==> config.mk <==
export PLATFORM = sky130hd
export DESIGN_NAME = sec_cnt_up
export DESIGN_NICKNAME = d
export VERILOG_FILES = /design/src/rtl/sec_cnt_pkg.sv /design/src/rtl/bcd_digit_up.sv /design/src/rtl/sec_cnt_up.sv
export SDC_FILE = /design/constraint.sdc
export NUM_CORES = 1
export LEC_CHECK = 0
export BUFFER_PORTS_ARGS = -buffer_cell sky130_fd_sc_hd__buf_2
export CELL_PAD_IN_SITES_DETAIL_PLACEMENT = 0
export CELL_PAD_IN_SITES_GLOBAL_PLACEMENT = 1
export CORE_MARGIN = 1.5
export CORE_UTILIZATION = 43
export CTS_CLUSTER_SIZE = 8
export DETAILED_ROUTE_END_ITERATION = 16
export HOLD_SLACK_MARGIN = 0.1
export PLACE_DENSITY = 0.77
export SLEW_MARGIN = 10
export SYNTH_ARGS = -nofsm -noshare
export SYNTH_HDL_FRONTEND = slang
export SYNTH_SLANG_ARGS = --single-unit
==> constraint.sdc <==
create_clock -name CLK -period 2.6 [get_ports CLK]
set_input_delay 0.39 -clock CLK [delete_from_list [all_inputs] [get_ports CLK]]
set_output_delay 0.39 -clock CLK [all_outputs]
set_load 0.05 [all_outputs]
==> src/rtl/sec_cnt_pkg.sv <==
// rtl/sec_cnt_pkg.sv - shared FSM type and BCD limits for the elapsed-time counter
package sec_cnt_pkg;

    localparam int DIGIT_W  = 4;
    localparam int ONES_MAX = 9;
    localparam int TENS_MAX = 5;

    typedef enum logic [1:0] {
        ST_IDLE = 2'd0,
        ST_RUN  = 2'd1,
        ST_HOLD = 2'd2,
        ST_FULL = 2'd3
    } state_t;

endpackage

==> src/rtl/bcd_digit_up.sv <==
// rtl/bcd_digit_up.sv - one BCD up-counting digit that wraps to 0 past MAX and flags a carry
module bcd_digit_up
    import sec_cnt_pkg::*;
#(
    parameter int MAX = 9
) (
    input  logic               CLK,
    input  logic               RST_N,
    input  logic               CLR,
    input  logic               INC,
    output logic [DIGIT_W-1:0] VAL,
    output logic               CARRY
);

    logic [DIGIT_W-1:0] r_val;

    assign CARRY = INC && (r_val == DIGIT_W'(MAX));
    assign VAL   = r_val;

    always_ff @(posedge CLK or negedge RST_N) begin
        if (!RST_N) begin
            r_val <= '0;
        end else if (CLR) begin
            r_val <= '0;
        end else if (INC) begin
            r_val <= CARRY ? '0 : r_val + DIGIT_W'(1);
        end
    end

endmodule

==> src/rtl/sec_cnt_up.sv <==
// rtl/sec_cnt_up.sv - stopwatch: prescaled one-second tick into BCD seconds and a minutes digit
module sec_cnt_up
    import sec_cnt_pkg::*;
#(
    parameter int CLK_DIV = 10,
    parameter int MAX_MIN = 9
) (
    input  logic               CLK,
    input  logic               RST_N,
    input  logic               EN,
    input  logic               CLR,
    output logic [DIGIT_W-1:0] SEC_ONES,
    output logic [DIGIT_W-1:0] SEC_TENS,
    output logic [DIGIT_W-1:0] MIN,
    output logic               EN_SEC,
    output logic               OVF,
    output logic               RUNNING
);

    localparam int PRE_W = $clog2(CLK_DIV);

    state_t             r_state;
    state_t             w_next_state;
    logic [PRE_W-1:0]   r_pre;
    logic               r_en_sec;
    logic               r_ovf;
    logic               r_running;
    logic               w_running_d;
    logic               w_cnt_en;
    logic               w_tick;
    logic               w_at_max;
    logic               w_sat_tick;
    logic               w_inc;
    logic               w_nonzero;
    logic               w_ones_carry;
    logic               w_tens_carry;
    logic               w_min_carry;
    logic [DIGIT_W-1:0] w_ones;
    logic [DIGIT_W-1:0] w_tens;
    logic [DIGIT_W-1:0] w_min;

    assign w_cnt_en   = EN && !CLR && (r_state != ST_FULL);
    assign w_tick     = w_cnt_en && (r_pre == PRE_W'(CLK_DIV - 1));
    assign w_at_max   = (w_min == DIGIT_W'(MAX_MIN)) && (w_tens == DIGIT_W'(TENS_MAX))
                        && (w_ones == DIGIT_W'(ONES_MAX));
    assign w_sat_tick = w_tick && w_at_max;
    assign w_inc      = w_tick && !w_at_max;
    assign w_nonzero  = (w_ones != '0) || (w_tens != '0) || (w_min != '0) || (r_pre != '0);

    // Prescaler holds while paused so a resumed second keeps its elapsed fraction.
    always_ff @(posedge CLK or negedge RST_N) begin
        if (!RST_N) begin
            r_pre <= '0;
        end else if (CLR) begin
            r_pre <= '0;
        end else if (w_cnt_en) begin
            r_pre <= (r_pre == PRE_W'(CLK_DIV - 1)) ? '0 : r_pre + PRE_W'(1);
        end
    end

    bcd_digit_up #(.MAX(ONES_MAX)) u_ones (
        .CLK   (CLK),
        .RST_N (RST_N),
        .CLR   (CLR),
        .INC   (w_inc),
        .VAL   (w_ones),
        .CARRY (w_ones_carry)
    );

    bcd_digit_up #(.MAX(TENS_MAX)) u_tens (
        .CLK   (CLK),
        .RST_N (RST_N),
        .CLR   (CLR),
        .INC   (w_ones_carry),
        .VAL   (w_tens),
        .CARRY (w_tens_carry)
    );

    bcd_digit_up #(.MAX(MAX_MIN)) u_min (
        .CLK   (CLK),
        .RST_N (RST_N),
        .CLR   (CLR),
        .INC   (w_tens_carry),
        .VAL   (w_min),
        .CARRY (w_min_carry)
    );

    always_ff @(posedge CLK or negedge RST_N) begin
        if (!RST_N) begin
            r_state <= ST_IDLE;
        end else begin
            r_state <= w_next_state;
        end
    end

    always_comb begin
        w_next_state = r_state;
        if (CLR) begin
            w_next_state = ST_IDLE;
        end else if (r_state == ST_FULL) begin
            w_next_state = ST_FULL;
        end else if (w_sat_tick) begin
            w_next_state = ST_FULL;
        end else if (EN) begin
            w_next_state = ST_RUN;
        end else if (w_nonzero) begin
            w_next_state = ST_HOLD;
        end else begin
            w_next_state = ST_IDLE;
        end
    end

    assign w_running_d = (w_next_state == ST_RUN);

    // A minutes carry can only mean a wrap past MAX_MIN, so it is folded into overflow.
    always_ff @(posedge CLK or negedge RST_N) begin
        if (!RST_N) begin
            r_en_sec  <= 1'b0;
            r_ovf     <= 1'b0;
            r_running <= 1'b0;
        end else begin
            r_en_sec  <= w_inc;
            r_running <= w_running_d;
            if (CLR) begin
                r_ovf <= 1'b0;
            end else if (w_sat_tick || w_min_carry) begin
                r_ovf <= 1'b1;
            end
        end
    end

    assign SEC_ONES = w_ones;
    assign SEC_TENS = w_tens;
    assign MIN      = w_min;
    assign EN_SEC   = r_en_sec;
    assign OVF      = r_ovf;
    assign RUNNING  = r_running;

endmodule
==> metrics.md <==
| Metric | Value |
|---|---|
| # IOs | `19` |
| Most numerous cell in the Yosys netlist | `dfrtp_1` |
| GRT Overall Usage | `0.196` |
| Post-DP HPWL | `2020 um` |
| Vias per std cell | `5.90` |
| Buffer count from post-CTS setup fixing | `0` |
| Hold Path Class | `in -> reg` |
| Detailed Route Iter0 Violations | `58` |
| Final worst path period share | `0.810` |
| Syn nets | `151` |
| Worst-Margin Slew | `0.517 ns` |
| Ant diodes | `0` |
| Setup crit start kind | `flop` |
| Status | `finished, final reports clean` |
| DRT Pass-1 Iters | `6` |
| Synth Register Bits | `21` |
| Asr flop ratio synth | `1.00` |
| Critical Path Fanout Max | `6` |
| H-tree levels | `1` |
| Peak supply drop | `0.000191 V` |
| Hold-fix buffers, CTS | `1` |
| F_max | `475 MHz` |
| Library cells used by synthesis | `36` |
| Die W | `58.2 um` |
| Initial antenna violation count | `0` |
| Setup crit end kind | `flop` |
| Worst Skew | `0.00538 ns` |
| TritonCTS clock tree | `done` |
| GP Congestion | `0.790` |
| Clk slew on worst S/H paths | `0.13 ns` |
| Overall power | `0.562 mW` |
| Synth top area share | `0.401` |
| Max Cap Viol | `0` |
| Final hold violations | `0` |
| Ys Warns | `0` |
| Mapped Cells | `135` |
| Num Clock Sinks | `21` |
| Max-slew violations | `0` |
| Die Y | `58.2 um` |
| Initial Utilization | `0.464` |
| Synth top cells by count | `21 x dfrtp_1, 13 x inv_1, 12 x a21oi_1, 12 x ha_1, 7 x nand3_1` |
| Fraction of layout cells with a size suffix above 1 | `0.209` |
| Slew Limit Headroom | `0.653` |
| Top_reg_cell synth | `dfrtp_1` |
| Wire length per cell | `15.4 um` |
| Clock root buffer master | `clkbuf_4` |
| Crit Path Class | `reg -> reg` |
| Post-synth EDFFs | `0` |
| Setup TNS | `0 ns` |
| WP data required | `2.80 ns` |
| Post-Route Utilization | `0.513` |
| Post-layout min period | `2.11 ns` |
| Avg Inst Size Synth | `9.71 um^2` |
| Port bufs | `18` |
| Cell taking the most area after synthesis | `dfrtp_1` |
| Post-route DRC | `0` |
| FP Rows | `19` |
| Routed Antenna Nets | `0` |
| First-pass GRT wire length | `5090 um` |
| Largest cells by area after synthesis | `dfrtp_1 40%, ha_1 11%, a21oi_1 4.6%` |
| RSZ-0062 raised after global routing | `false` |
| Total congestion overflow | `0` |
| Die ar. | `3390 um^2` |
| Largest net degree at the start of global routing | `22` |
| Register area share after synthesis | `0.401` |
| CTS buffer count | `3` |
| Mapped Area | `1310 um^2` |
| Via count | `1,085` |
| Worst-Skew Late Latency | `0.31 ns` |
| PostCTS Resize Cnt | `0` |
| Core area | `2830 um^2` |
| Area Growth Syn to Fin | `10.7%` |
| Final WL | `2830 um` |
| Worst Path Arrival | `2.31 ns` |
| Final setup fails | `0` |
| Pleak | `0.688 nW` |
| Post-layout net count | `170` |
| CTS max path bufs | `2` |
| Pwr dens | `388 nW/um^2` |
| Vias in the first global route | `1,067` |
## area by class of cell
| type | count | area [um^2] |
|---|---|---|
| multi-input cells | 95 | 703 |
| clock buffers | 3 | 22.5 |
| flip-flops and latches | 21 | 526 |
| well taps | 31 | 38.8 |
| fillers | 275 | 1380 |
| repair buffers | 20 | 108 |
| inverters | 13 | 48.8 |
| clock inverters | 1 | 5.00 |
## power breakdown
part	switching [mW]	internal [mW]	leakage (nW)	total [mW]
Clock	0.107	0.0574	0.0177	0.164
Combinational	0.0370	0.0188	0.381	0.0558
Sequential	0.00903	0.333	0.289	0.342
## cells in the final DEF, fill, tap and decap left out, types with 6 or more instances in the layout
cell type / synthesis / final
dfrtp_1: 21 / 21
inv_1: 13 / 13
buf_2: 2 / 18
nand3_1: 7 / 7
a21oi_1: 12 / 12
nor2_1: 6 / 6
ha_1: 12 / 12
## registers in the layout (all words and copies together), names as in the netlist
register / count
r_pre: 4
u_min.VAL: 4
u_ones.VAL: 4
u_tens.VAL: 4
r_state: 2
EN_SEC: 1
OVF: 1
RUNNING: 1
## stage by stage
stage | hold slack (ns) | setup WS, ns | instance area (um^2) | instances
finish | 0.331 | 0.493 | 1450 | 184
detailed placement | 0.384 | 0.527 | 1410 | 179
global placement | 0.375 | 0.596 | 1410 | 179
CTS | 0.336 | 0.495 | 1450 | 184
floorplan | 0.0944 | 0.349 | 1310 | 135
global route | 0.371 | 0.344 | 1450 | 184
## routing by layer
metal	up-vias	GRT usage	part of all wire
li1	525	-	-
met1	541	0.269	0.47
met2	15	0.317	0.49
met3	4	0.0246	0.024
met4	0	0.0698	0.018
met5	-	0	0
## critical path, stage by stage (launching register included)
cell and delay, ns:
dfrtp_1 0.44, inv_1 0.10, ha_1 0.20, nand4_1 0.15, or3_1 0.47, nor4_4 0.31, mux2_1 0.34
## logic make-up (layout without fill, tap and decap cells)
logic type	Yosys count	count (layout)	share of synthesized area
buf+inv	19	37	0.0630
compound gates	33	33	0.170
simple gates	48	48	0.235
mux	2	2	0.0172
fa+ha+maj	12	12	0.115
flops	21	21	0.401
## path summary, 6_finish.rpt
path / from / endpoint / slack (ns) / cells past startpoint
worst min register to register: OVF$_DFFE_PN0P_ / OVF$_DFFE_PN0P_ / 0.53 / 2
worst max register to register: u_ones.VAL[1]$_DFFE_PN0P_ / u_min.VAL[3]$_DFFE_PN0P_ / 0.49 / 6
worst min-delay path: EN / r_state[0]$_DFF_PN0_ / 0.33 / 3
max in group asynchronous: RST_N / u_min.VAL[3]$_DFFE_PN0P_ / 1.71 / 2
worst max-delay path: u_ones.VAL[1]$_DFFE_PN0P_ / u_min.VAL[3]$_DFFE_PN0P_ / 0.49 / 6
min in group asynchronous: RST_N / u_ones.VAL[3]$_DFFE_PN0P_ / 0.56 / 2
No activity file was read; power rests on OpenSTA's default activity.
